--- config.mk ---
export PLATFORM = sky130hd
export DESIGN_NAME = uart_cmd_sequencer
export DESIGN_NICKNAME = d
export VERILOG_FILES = /design/src/rtl/uart_cmd_pkg.sv /design/src/rtl/uart_cmd_buf.sv /design/src/rtl/uart_cmd_sequencer.sv
export SDC_FILE = /design/constraint.sdc
export NUM_CORES = 1
export LEC_CHECK = 0
export BUFFER_PORTS_ARGS = -buffer_cell sky130_fd_sc_hd__buf_2
export CAP_MARGIN = 20
export CORE_MARGIN = 4
export CORE_UTILIZATION = 55
export CTS_CLUSTER_SIZE = 16
export DETAILED_ROUTE_END_ITERATION = 10
export PLACE_DENSITY = 0.78
export SETUP_SLACK_MARGIN = 0.4
export SLEW_MARGIN = 25
export SYNTH_ARGS = -nofsm -noshare
export SYNTH_HDL_FRONTEND = slang
export SYNTH_SLANG_ARGS = --single-unit
--- constraint.sdc ---
create_clock -name CLK50MHz -period 2.3 [get_ports CLK50MHz]
set_input_delay 0.46 -clock CLK50MHz [delete_from_list [all_inputs] [get_ports CLK50MHz]]
set_output_delay 0.46 -clock CLK50MHz [all_outputs]
set_load 0.02 [all_outputs]
--- src/rtl/uart_cmd_pkg.sv ---
// Shared types and constants for the UART command sequencer.
// The top module's optional statistics outputs are enabled with UART_CMD_STATS_EN.
package uart_cmd_pkg;

    typedef enum logic [2:0] {
        ST_IDLE,
        ST_CMD,
        ST_LEN,
        ST_PAYLOAD,
        ST_CHECK,
        ST_HOLD
    } state_e;

    localparam logic [2:0] ERR_NONE    = 3'd0;
    localparam logic [2:0] ERR_CHKSUM  = 3'd1;
    localparam logic [2:0] ERR_LEN     = 3'd2;
    localparam logic [2:0] ERR_TIMEOUT = 3'd3;
    localparam logic [2:0] ERR_PARITY  = 3'd4;

    localparam logic [7:0] DEFAULT_SYNC_BYTE = 8'hA5;

endpackage

--- src/rtl/uart_cmd_buf.sv ---
// Payload register file: one write port, one read port with a registered read.
// The read register clears on reset; the storage array itself does not.
module uart_cmd_buf #(
    parameter  int DEPTH  = 16,
    localparam int ADDR_W = $clog2(DEPTH)
) (
    input  logic              clk,
    input  logic              rst,
    input  logic              wr_en,
    input  logic [ADDR_W-1:0] wr_addr,
    input  logic [7:0]        wr_data,
    input  logic [ADDR_W-1:0] rd_addr,
    output logic [7:0]        rd_data
);

    logic [7:0] mem_q [2**ADDR_W];
    logic [7:0] rd_data_q;
    logic [7:0] rd_data_d;

    always_comb begin
        rd_data_d = mem_q[rd_addr];
    end

    always_ff @(posedge clk) begin
        if (rst) rd_data_q <= '0;
        else     rd_data_q <= rd_data_d;
    end

    // NOTE: storage carries no reset; contents are only meaningful after being written.
    always_ff @(posedge clk) begin
        if (wr_en) mem_q[wr_addr] <= wr_data;
    end

    assign rd_data = rd_data_q;

endmodule

--- src/rtl/uart_cmd_sequencer.sv ---
// Frames the UART byte stream (SYNC, CMD, LEN, payload, XOR checksum) into validated commands.
// Defining UART_CMD_STATS_EN adds saturating FRAMES_OK / FRAMES_BAD / DROPPED counters.
module uart_cmd_sequencer
    import uart_cmd_pkg::*;
#(
    parameter  int         MAX_LEN        = 16,
    parameter  int         TIMEOUT_CYCLES = 250000,
    parameter  logic [7:0] SYNC_BYTE      = DEFAULT_SYNC_BYTE,
    localparam int         LEN_W          = $clog2(MAX_LEN + 1),
    localparam int         ADDR_W         = $clog2(MAX_LEN)
) (
    input  logic              CLK50MHz,
    input  logic              RESET,
    input  logic              RX_VALID,
    input  logic [7:0]        RX_DATA,
    input  logic              RX_PERR,
    output logic              CMD_VALID,
    input  logic              CMD_READY,
    output logic [7:0]        CMD_OP,
    output logic [LEN_W-1:0]  CMD_LEN,
    input  logic [ADDR_W-1:0] PAY_ADDR,
    output logic [7:0]        PAY_DATA,
    output logic              FRAME_ERR,
    output logic [2:0]        ERR_CODE,
`ifdef UART_CMD_STATS_EN
    output logic [15:0]       FRAMES_OK,
    output logic [15:0]       FRAMES_BAD,
    output logic [15:0]       DROPPED,
`endif
    output logic              OVERRUN
);

    localparam int         CNT_W     = $clog2(TIMEOUT_CYCLES);
    localparam logic [CNT_W-1:0] CNT_LIMIT = CNT_W'(TIMEOUT_CYCLES - 1);
    localparam logic [7:0] MAX_LEN_B = 8'(MAX_LEN);

    state_e              state_q, state_d;
    logic [7:0]          op_q, op_d;
    logic [LEN_W-1:0]    len_q, len_d;
    logic [ADDR_W-1:0]   idx_q, idx_d;
    logic [7:0]          chk_q, chk_d;
    logic [CNT_W-1:0]    cnt_q, cnt_d;
    logic [2:0]          err_code_q, err_code_d;
    logic                frame_err_q, frame_err_d;
    logic                overrun_q, overrun_d;
    logic                wr_en;
    logic                abort;
    logic [2:0]          abort_code;
    logic                in_frame;
    logic                byte_ok;
    logic                handshake;

    assign in_frame  = state_q inside {ST_CMD, ST_LEN, ST_PAYLOAD, ST_CHECK};
    assign byte_ok   = RX_VALID && !RX_PERR;
    assign handshake = (state_q == ST_HOLD) && CMD_READY;

    always_comb begin
        // NOTE: every signal is given a default first so no path through the case infers a latch.
        state_d     = state_q;
        op_d        = op_q;
        len_d       = len_q;
        idx_d       = idx_q;
        chk_d       = chk_q;
        cnt_d       = cnt_q;
        err_code_d  = err_code_q;
        frame_err_d = 1'b0;
        overrun_d   = 1'b0;
        wr_en       = 1'b0;
        abort       = 1'b0;
        abort_code  = ERR_NONE;

        // Inter-byte timer: an arriving byte always beats the limit.
        if (in_frame) begin
            if (RX_VALID) begin
                cnt_d = '0;
            end else if (cnt_q == CNT_LIMIT) begin
                abort      = 1'b1;
                abort_code = ERR_TIMEOUT;
            end else begin
                cnt_d = cnt_q + CNT_W'(1);
            end
            if (RX_VALID && RX_PERR) begin
                abort      = 1'b1;
                abort_code = ERR_PARITY;
            end
        end

        case (state_q)
            ST_IDLE: begin
                if (byte_ok && RX_DATA == SYNC_BYTE) state_d = ST_CMD;
            end
            ST_CMD: begin
                if (byte_ok) begin
                    op_d    = RX_DATA;
                    chk_d   = RX_DATA;
                    state_d = ST_LEN;
                end
            end
            ST_LEN: begin
                if (byte_ok) begin
                    if (RX_DATA > MAX_LEN_B) begin
                        abort      = 1'b1;
                        abort_code = ERR_LEN;
                    end else begin
                        len_d   = RX_DATA[LEN_W-1:0];
                        chk_d   = chk_q ^ RX_DATA;
                        idx_d   = '0;
                        state_d = (RX_DATA == 8'd0) ? ST_CHECK : ST_PAYLOAD;
                    end
                end
            end
            ST_PAYLOAD: begin
                if (byte_ok) begin
                    wr_en = 1'b1;
                    chk_d = chk_q ^ RX_DATA;
                    idx_d = idx_q + ADDR_W'(1);
                    if (LEN_W'(idx_q) + LEN_W'(1) == len_q) state_d = ST_CHECK;
                end
            end
            ST_CHECK: begin
                if (byte_ok) begin
                    if (RX_DATA == chk_q) begin
                        state_d = ST_HOLD;
                    end else begin
                        abort      = 1'b1;
                        abort_code = ERR_CHKSUM;
                    end
                end
            end
            ST_HOLD: begin
                overrun_d = RX_VALID;
                if (CMD_READY) state_d = ST_IDLE;
            end
            default: state_d = ST_IDLE;
        endcase

        if (abort) begin
            state_d     = ST_IDLE;
            frame_err_d = 1'b1;
            err_code_d  = abort_code;
            cnt_d       = '0;
        end
    end

    // NOTE: state registers use non-blocking assignments so every flop samples pre-edge values.
    always_ff @(posedge CLK50MHz) begin
        if (RESET) begin
            state_q     <= ST_IDLE;
            op_q        <= '0;
            len_q       <= '0;
            idx_q       <= '0;
            chk_q       <= '0;
            cnt_q       <= '0;
            err_code_q  <= ERR_NONE;
            frame_err_q <= 1'b0;
            overrun_q   <= 1'b0;
        end else begin
            state_q     <= state_d;
            op_q        <= op_d;
            len_q       <= len_d;
            idx_q       <= idx_d;
            chk_q       <= chk_d;
            cnt_q       <= cnt_d;
            err_code_q  <= err_code_d;
            frame_err_q <= frame_err_d;
            overrun_q   <= overrun_d;
        end
    end

    uart_cmd_buf #(.DEPTH(MAX_LEN)) u_buf (
        .clk     (CLK50MHz),
        .rst     (RESET),
        .wr_en   (wr_en),
        .wr_addr (idx_q),
        .wr_data (RX_DATA),
        .rd_addr (PAY_ADDR),
        .rd_data (PAY_DATA)
    );

    assign CMD_VALID = (state_q == ST_HOLD);
    assign CMD_OP    = op_q;
    assign CMD_LEN   = len_q;
    assign FRAME_ERR = frame_err_q;
    assign ERR_CODE  = err_code_q;
    assign OVERRUN   = overrun_q;

`ifdef UART_CMD_STATS_EN
    logic [15:0] ok_q, ok_d, bad_q, bad_d, drop_q, drop_d;

    // Counters advance alongside the events they count, so they never delay the main path.
    always_comb begin
        ok_d   = ok_q;
        bad_d  = bad_q;
        drop_d = drop_q;
        if (handshake   && ok_q   != 16'hFFFF) ok_d   = ok_q   + 16'd1;
        if (frame_err_d && bad_q  != 16'hFFFF) bad_d  = bad_q  + 16'd1;
        if (overrun_d   && drop_q != 16'hFFFF) drop_d = drop_q + 16'd1;
    end

    always_ff @(posedge CLK50MHz) begin
        if (RESET) begin
            ok_q   <= '0;
            bad_q  <= '0;
            drop_q <= '0;
        end else begin
            ok_q   <= ok_d;
            bad_q  <= bad_d;
            drop_q <= drop_d;
        end
    end

    assign FRAMES_OK  = ok_q;
    assign FRAMES_BAD = bad_q;
    assign DROPPED    = drop_q;
`else
    logic unused_handshake;
    assign unused_handshake = handshake;
`endif

endmodule

==> results.md, run 1 <==
- Outcome: complete, but fails checks
- Violated checks: setup timing
- Net Sw Frac: 20.6%
- RSZ-0062 raised after global routing: yes
- Psw: 1410 µW
- Post-synth EDFFs: 128
- Die span in y: 127 µm
- Pwr per Cell Area: 716 nW/µm²
- Post-synthesis cell count: 537
- Gr usage total: 22.2%
- Final WL: 17400 µm
- Syn avg cell area: 14.5 µm²
- Post-synth net total: 559
- Initial antenna violation count: 0
- Max cap viols: 0
- Worst Reg-to-Reg Cells: 7
- Leading area contributor after synthesis: edfxtp_1
- Setup CP Type: register to register
- Worst Hold Depth: 3
- Synth top cells by count: edfxtp_1, dfxtp_1, nor2_1, mux4_2, nand2_1
- Worst Hold Launch: RX_DATA[5]
- Max rail drop VDD: 0.000449 V
- Synth Flop Type: edfxtp_1
- Net count, final: 645
- Cell Int Power: 5430 µW
- Fin area: 9560 µm²
- Routed Antenna Nets: 0
- Cell Area, Synth: 7770 µm²
- Fmax: 0.414 GHz
- Logic gate share of total power: 4.5%
- CTS tree: yes
- Core Area: 13900 µm²
- Reg2reg setup slack: -0.12 ns
- Asr flop ratio synth: 0%
- Gpl congestion: 0.870
- Via/cell ratio: 6.00
- Vias in the first global route: 4903
- Starting Density: 56.0%
- Most common cell in the netlist: edfxtp_1
- RR Endpoint: cnt_q[11]
- Multi-input logic area: 2930 µm²
- Yosys warns: 0
- Register area: 5030 µm²
- DR vias: 4892
- Fill count: 881
- Critical Path Start Type: register
- Buffers on Ports: 43
- Worst-Margin Slew: 0.851 ns
- Max-slew violations: 0
- Final Critical Period: 2.42 ns
- Clock skew: 0.00807 ns
- Unique masters post-synth: 53
- Yosys reg bits: 187
- Critical path arrival: 2.72 ns
- First-pass GRT wire length: 26800 µm
- DP Wirelength: 10900 µm
- Die width: 127 µm
- Worst-case clock buffer depth: 2
- Ports: 44
- Clock power frac: 42.9%
- H-tree depth: 4
- Final hold vios: 0
- Min setup slack post-route: -0.115 ns
- Row count: 43
- Power share of the sequential group: 52.6%
- Max FO, Critical Path: 4
- Top post-synthesis cells by area: edfxtp_1, dfxtp_1, mux4_2, nor2_1, xnor2_1
- Pin count of the biggest net entering global routing: 33
- Full die area: 16100 µm²
- Min-Delay Path Class: input port to register
- # setup viols final: 6
- Final Cycle Share: 105%
- Area after DPL: 8650 µm²
- Drt drc: 0
- TritonCTS buffer count: 17
- Worst Path Required: 2.60 ns
- Router iterations before antenna repair: 5
- Initial DRC count: 497
- Clk slew on worst S/H paths: 0.07 ns
- Crit end category: register
- Share of the synthesized area in the top cell type: 49.4%
- Overflow after GRT: 0
- Rel. slew slack: 43.3%
- WHS Endpoint: CMD_OP[5]
- Sequential area share after synthesis: 64.6%
- Share of cells above drive strength 1: 36.6%
- Reg2Reg Launch Point: cnt_q[4]
- Clk root buf: clkbuf_16
- Clk_lat worst skew: 0.43 ns
- Layout area overhead: 23.0%
- Clk sinks: 187
- Wire per inst: 21.4 µm
- # diodes: 0
- P_leak: 0.00322 µW
- Sum Neg Setup Slack: -0.362 ns
-- state kept, by name (all words and copies together), names as in the netlist --
signal	cells
state_q	3
ERR_CODE	3
OVERRUN	1
cnt_q	18
CMD_LEN	5
FRAME_ERR	1
u_buf.mem_q	128
u_buf.rd_data	8
chk_q	8
idx_q	4
CMD_OP	8
-- kinds of logic (layout without fill, tap and decap cells) --
group           count (synthesis)  after routing  share of synthesized area (%)
fa+ha+maj                       5              5                          0.805
xor+xnor                       31             31                           3.73
buf+inv                        38            136                           1.95
flops                         187            187                           64.6
simple gates                  162            163                           10.3
compound gates                 68             68                           6.23
mux                            46             46                           12.4
-- stage by stage --
stage	hold slack [ns]	power [µW]	utilization (%)	setup slack (ns)	instances
final	0.356	6840	68.9	-0.115	816
after global routing	0.353	7060	68.9	-0.122	816
after CTS	0.338	6880	67.7	0.0871	810
after detailed placement	0.439	3970	62.3	0.0605	770
after global placement	0.442	3960	62.3	0.0931	770
after floorplan	0.485	3860	-	0.210	537
-- power by group through the flow --
stage          Combinational, µW  Sequential [µW]  Clock (µW)
2_1_floorplan                170             3690           0
3_3_place_gp                 291             3670           0
3_5_place_dp                 299             3670           0
4_1_cts                      306             3600        2970
5_1_grt                      327             3600        3130
6_report                     306             3600        2940
-- repair_timing --
action | in CTS | in global routing
resized for setup | 23 | 24
setup endpoints to repair | 146 | 43
pin swaps | 18 | 16
setup buffers | 7 | 6
hold buffers | 0 | 0
gates cloned | 1 | 0
-- layer usage --
metal | global-route usage (%) | vias up | part of all wire, %
li1 | - | 2195 | -
met1 | 29.5 | 2487 | 41
met2 | 35.7 | 177 | 51
met3 | 5.89 | 33 | 5.8
met4 | 8.08 | 0 | 2.3
met5 | 0 | - | 0
-- critical path, stage by stage, from the launching register on --
cell and delay (ns):
dfxtp_4 0.36, or4b_4 0.52, or4_4 0.60, o2111ai_4 0.26, buf_4 0.16, nor3_2 0.04, xnor2_1 0.22, nor2_1 0.12
-- worst max-delay path by stage --
stage / startpoint / to / slack (ns) / cells past startpoint
after floorplan: cnt_q[4] / ERR_CODE[0] / 0.21 / 6
after CTS: cnt_q[8] / cnt_q[6] / 0.09 / 7
after detailed placement: cnt_q[4] / cnt_q[6] / 0.06 / 6
final: cnt_q[4] / cnt_q[11] / -0.12 / 7
after global routing: cnt_q[4] / cnt_q[11] / -0.12 / 7
after global placement: cnt_q[4] / cnt_q[17] / 0.09 / 6
-- placed cells by master (no fill, tap or decap), types with 3 or more instances in the layout --
| cell | instances |
|---|---|
| o21ai_0 | 17 |
| nor4_2 | 3 |
| clkbuf_16 | 17 |
| ha_1 | 4 |
| buf_2 | 42 |
| and2_1 | 3 |
| buf_4 | 40 |
| edfxtp_1 | 128 |
| nand2b_1 | 7 |
| nor4_1 | 3 |
| nor2_2 | 8 |
| dfxtp_2 | 4 |
| nor3_2 | 7 |
| mux4_2 | 40 |
| a21oi_1 | 16 |
| xnor2_1 | 15 |
| nand3_1 | 8 |
| xor2_1 | 11 |
| xnor2_2 | 4 |
| buf_12 | 10 |
| o211ai_1 | 3 |
| nor2b_1 | 10 |
| nor3_4 | 5 |
| dfxtp_1 | 54 |
| mux2i_1 | 6 |
| nor2_4 | 11 |
| inv_1 | 8 |
| bufinv_16 | 3 |
| a22oi_1 | 9 |
| clkinvlp_4 | 3 |
| buf_6 | 4 |
| nand2_4 | 3 |
| clkbuf_1 | 4 |
| nand2_1 | 30 |
| nor3_1 | 6 |
| nor2_1 | 36 |
-- layout make-up --
type | count | share of cell area [%]
sequential | 187 | 52.7
multi-input combinational | 313 | 30.7
timing repair buffer | 96 | 7.90
clock buffer | 21 | 4.61
tap | 180 | 2.36
clock inverter | 11 | 1.51
inverter | 8 | 0.314
(Power assumes the default switching activity.)
==> inputs of run 2 (changes only) <==
Settings changed: CORE_ASPECT_RATIO set to 0.8, CORE_UTILIZATION 55 to 30, CTS_CLUSTER_SIZE 16 to 8, PLACE_DENSITY 0.78 to 0.49.
==> results.md, run 2 (synthesis gave the netlist of run 1 again) <==
- Reg with most FFs: u_buf.mem_q
- Worst Path Required: 2.63 ns
- Top Registers: u_buf.mem_q: 128 flops, cnt_q: 18 flops
- Router iterations before antenna repair: 4
- Drt drc: 0
- Commonest cells after routing, fill and taps aside: edfxtp_1, dfxtp_1, buf_4
- Final core utilization: 38.1%
- Net count, final: 650
- Max reg flops: 128
- TritonCTS buffer count: 17
- Layout area overhead: 24.3%
- Reg2Reg Launch Point: cnt_q[11]
- WHS Endpoint: FRAME_ERR
- Setup CP Type: register to register
- CP Cell Sequence: or4b_1, or4_4, o2111ai_4, buf_6, nor2_4, xnor2_2, nor2_1
- Full die area: 28600 µm²
- Clk root buf: clkbuf_16
- # setup viols final: 0
- Die span in y: 152 µm
- Max FO, Critical Path: 4
- Row count: 52
- First-pass GRT wire length: 28500 µm
- CTS Hold Buffers Added: 0
- Commonest non-fill, non-tap cell in the layout: edfxtp_1
- Setup WS pre-CTS: -0.00645 ns
- # diodes: 0
- Fmax: 0.452 GHz
- Outcome: completed
- Critical path arrival: 2.54 ns
- Pin count of the biggest net entering global routing: 34
- Buffers on Ports: 43
- Initial DRC count: 343
- Initial antenna violation count: 0
- Gpl congestion: 0.810
- Final Cycle Share: 96.2%
- Share of cells above drive strength 1: 37.0%
- CTS tree: yes
- RSZ-0062 raised after global routing: yes
- Final hold vios: 0
- Overflow after GRT: 0
- Clock skew: 0.00999 ns
- Critical Path Start Type: register
- Via/cell ratio: 4.88
- Final WL: 18700 µm
- Vias in the first global route: 4728
- Gr usage total: 13.2%
- Crit end category: register
- DP Wirelength: 12500 µm
- RR Endpoint: cnt_q[3]
- P_leak: 0.00324 µW
- Wire per inst: 19.4 µm
- Pwr per Cell Area: 691 nW/µm²
- Worst Hold Launch: RESET
- Worst-Margin Slew: 0.705 ns
- Max cap viols: 0
- Die width: 188 µm
- Starting Density: 30.6%
- Clk slew on worst S/H paths: 0.07 ns
- Clk sinks: 187
- Worst-case clock buffer depth: 2
- DR vias: 4714
- Final Critical Period: 2.21 ns
- Routed Antenna Nets: 0
- Max rail drop VDD: 0.000487 V
- Max-slew violations: 0
- Area after DPL: 8880 µm²
- Fin area: 9660 µm²
- Clk_lat worst skew: 0.43 ns
- Ports: 44
- Min-Delay Path Class: input port to register
- Power Total: 6680 µW
- Worst Reg-to-Reg Cells: 7
- Min setup slack post-route: 0.0870 ns
- Crit-path max cell delay: 0.56 ns
- Core Area: 25400 µm²
- Reg2reg setup slack: 0.09 ns
- CP max-delay cell: or4_4
- Rel. slew slack: 53.0%
- Worst Hold Depth: 2
- H-tree depth: 4
-- run 2: cell count changes in the layout (fill, tap and decap cells not counted), moves of 3 or more --
cell,change
clkinv_4,+3
bufinv_16,-3
clkbuf_1,-4
nor2_2,+3
buf_12,-3
buf_4,+8
nor2_4,-5
-- run 2: metal layers --
| layer | global-route usage [%] | part of all wire, % | vias up |
|---|---|---|---|
| li1 | - | - | 2208 |
| met1 | 19.5 | 47 | 2380 |
| met2 | 19.7 | 45 | 112 |
| met3 | 3.03 | 6.4 | 14 |
| met4 | 3.49 | 0.97 | 0 |
| met5 | 0 | 0 | - |
-- run 2: how the worst max path moves through the flow --
stage	start	to	slack, ns	depth (start not counted)
after global routing	cnt_q[11]	cnt_q[13]	0.03	7
after detailed placement	RX_DATA[2]	cnt_q[14]	-0.006	7
final	cnt_q[11]	cnt_q[3]	0.09	7
after CTS	cnt_q[4]	cnt_q[13]	0.06	7
after floorplan	cnt_q[4]	ERR_CODE[0]	0.21	6
after global placement	RX_DATA[2]	cnt_q[1]	0.003	7
-- run 2: final cells by class --
| type | count | area (µm²) |
|---|---|---|
| clock buffer | 18 | 439 |
| clock inverter | 14 | 116 |
| fill | 2390 | 15700 |
| inverter | 8 | 30.0 |
| multi-input combinational | 313 | 2880 |
| sequential | 187 | 5030 |
| tap | 324 | 405 |
| timing repair buffer | 101 | 756 |
-- run 2: repair_timing --
item                       CTS  global route
setup endpoints to repair  122            26
pin swaps                   18            22
buffers inserted             5             3
resized for setup           18            16
cloned                       1             0
-- run 2: power by group --
part	total, µW	switching (µW)	internal, µW
combinational	318	183	135
sequential	3600	2.86	3590
clock	2760	1330	1430
total	6680	1510	5160
-- run 2: stage by stage --
| step | std cells | hold WS, ns | setup TNS (ns) |
|---|---|---|---|
| after floorplan | 537 | 0.485 | 0 |
| after global placement | 924 | 0.446 | 0 |
| after detailed placement | 924 | 0.445 | -0.0114 |
| after CTS | 962 | 0.273 | 0 |
| after global routing | 965 | 0.278 | 0 |
| final | 965 | 0.281 | 0 |
-- run 2: critical path, delay by kind of cell, from the launching register on --
kind | cells | cell delay (ns)
xor+xnor | 1 | 0.17
simple gates | 4 | 1.18
flops | 1 | 0.33
compound gates | 1 | 0.26
buf+inv | 1 | 0.17
==> inputs of run 3 (changes only) <==
Settings changed: BUFFER_PORTS_ARGS -buffer_cell sky130_fd_sc_hd__buf_2 to -buffer_cell sky130_fd_sc_hd__buf_4.
==> results.md, run 3 (synthesis gave the netlist of run 1 again) <==
- Final Cycle Share: 95.9%
- Power Total: 6890 µW
- Share of cells above drive strength 1: 35.7%
- Max cap viols: 0
- # setup viols final: 0
- Routed Antenna Nets: 0
- Clk_lat worst skew: 0.43 ns
- First-pass GRT wire length: 29300 µm
- Overflow after GRT: 0
- Fill count: 2369
- Worst-Margin Slew: 0.757 ns
- Initial antenna violation count: 0
- Clk slew on worst S/H paths: 0.07 ns
- Layout area overhead: 26.8%
- DP Wirelength: 12900 µm
- CTS Hold Buffers Added: 0
- Crit end category: register
- Drt drc: 0
- Fin area: 9850 µm²
- Worst Setup EP: cnt_q[15]
- Worst hold slack: 0.239 ns
- Pwr per Cell Area: 700 nW/µm²
- Net count, final: 648
- Gr usage total: 13.5%
- Placed cells: 921
- Vias in the first global route: 4863
- Max-slew violations: 0
- Clk sinks: 187
- Fmax: 0.453 GHz
- Area after DPL: 9080 µm²
- Commonest cells after routing, fill and taps aside: edfxtp_1, buf_4, dfxtp_1
- Router iterations before antenna repair: 4
- Wire per inst: 19.8 µm
- Top Registers: u_buf.mem_q: 128 flops, cnt_q: 18 flops
- Starting Density: 30.6%
- Reg2reg setup slack: 0.09 ns
- Via/cell ratio: 4.84
- Buffers on Ports: 43
- Pin count of the biggest net entering global routing: 36
- Setup CP Type: register to register
- Min-Delay Path Class: input port to register
- RR Endpoint: cnt_q[15]
- Die span in y: 152 µm
- P_leak: 0.00324 µW
- TritonCTS buffer count: 17
- Rel. slew slack: 49.6%
- Critical Path Start Type: register
- Reg2Reg Launch Point: cnt_q[11]
- Max FO, Critical Path: 8
- Core Area: 25400 µm²
- Max reg flops: 128
- Final core utilization: 38.8%
- # diodes: 0
- Final hold vios: 0
- Full die area: 28600 µm²
- Clock skew: 0.0115 ns
- Max rail drop VDD: 0.000490 V
- Ports: 44
- Critical path arrival: 2.53 ns
- Non-filler instance count after layout: 963
- CTS tree: yes
- Gpl congestion: 0.801
- Reg with most FFs: u_buf.mem_q
- Outcome: completed
- Final Critical Period: 2.21 ns
- H-tree depth: 4
- Worst Reg-to-Reg Cells: 7
- Initial DRC count: 431
- RSZ-0062 raised after global routing: yes
- Clk root buf: clkbuf_16
- DR vias: 4661
- Worst Path Required: 2.62 ns
- Row count: 52
- Commonest non-fill, non-tap cell in the layout: edfxtp_1
- Die width: 188 µm
- Final WL: 19000 µm
- Worst Hold Launch: RESET
- Worst-case clock buffer depth: 2
- CP Launch Point: cnt_q[11]
[run 3: cell count changes in the layout (fill, tap and decap cells not counted), moves of 2 or more]
cell	change
buf_12	+10
buf_2	-42
buf_4	+31
bufinv_16	+2
dfxtp_1	-2
inv_6	-2
nor2_1	+3
nor2_2	-2
nor3_1	+2
nor4_1	+2
xnor2_1	+2
xnor2_2	-2
[run 3: timing repair]
| action | CTS | global route |
|---|---|---|
| gates resized for setup | 17 | 6 |
| pin swaps | 16 | 7 |
| buffers inserted | 8 | 1 |
| endpoints found under the setup margin | 30 | 152 |
| hold endpoints to repair | 0 | 0 |
| gates cloned | 1 | 0 |
[run 3: power breakdown]
group	leakage (µW)	internal [µW]	switching [µW]
combinational	0.00133	151	187
sequential	0.00163	3590	2.88
clock	0.000279	1630	1330
total	0.00324	5370	1520
[run 3: layout make-up]
| class | instances | area, µm² | share of cell area, % |
|---|---|---|---|
| clock buffer | 18 | 429 | 4.36 |
| clock inverter | 14 | 166 | 1.69 |
| inverter | 8 | 30.0 | 0.305 |
| multi-input combinational | 313 | 2820 | 28.6 |
| sequential | 187 | 5030 | 51.1 |
| tap | 324 | 405 | 4.11 |
| timing repair buffer | 99 | 967 | 9.82 |
[run 3: worst min path at each step]
stage | endpoint | slack (ns) | depth (start not counted)
3_3_place_gp | CMD_OP[5] | 0.46 | 2
2_1_floorplan | cnt_q[17] | 0.48 | 2
3_5_place_dp | CMD_OP[6] | 0.46 | 2
5_1_grt | ERR_CODE[2] | 0.23 | 2
6_report | ERR_CODE[2] | 0.24 | 2
4_1_cts | ERR_CODE[2] | 0.21 | 2
[run 3: worst max-delay path: stages (launching register included)]
cell and delay [ns]:
dfxtp_1 0.31, or4b_1 0.52, or4_4 0.60, o2111ai_4 0.25, buf_12 0.16, nor4_1 0.06, xnor2_1 0.15, nor2_1 0.06
[run 3: metal layers]
metal | vias up | global-route usage [%] | wire length (µm)
li1 | 2197 | - | -
met1 | 2370 | 20.2 | 9450
met2 | 85 | 20.3 | 8570
met3 | 9 | 3.14 | 888
met4 | 0 | 2.83 | 119
met5 | - | 0 | 0
[run 3: stage by stage]
| stage | TNS (ns) | worst slack (ns) |
|---|---|---|
| finish | 0 | 0.0945 |
| CTS | 0 | 0.0845 |
| detailed placement | 0 | 0.0173 |
| floorplan | 0 | 0.210 |
| global placement | -0.0136 | -0.0136 |
| global route | 0 | 0.0197 |
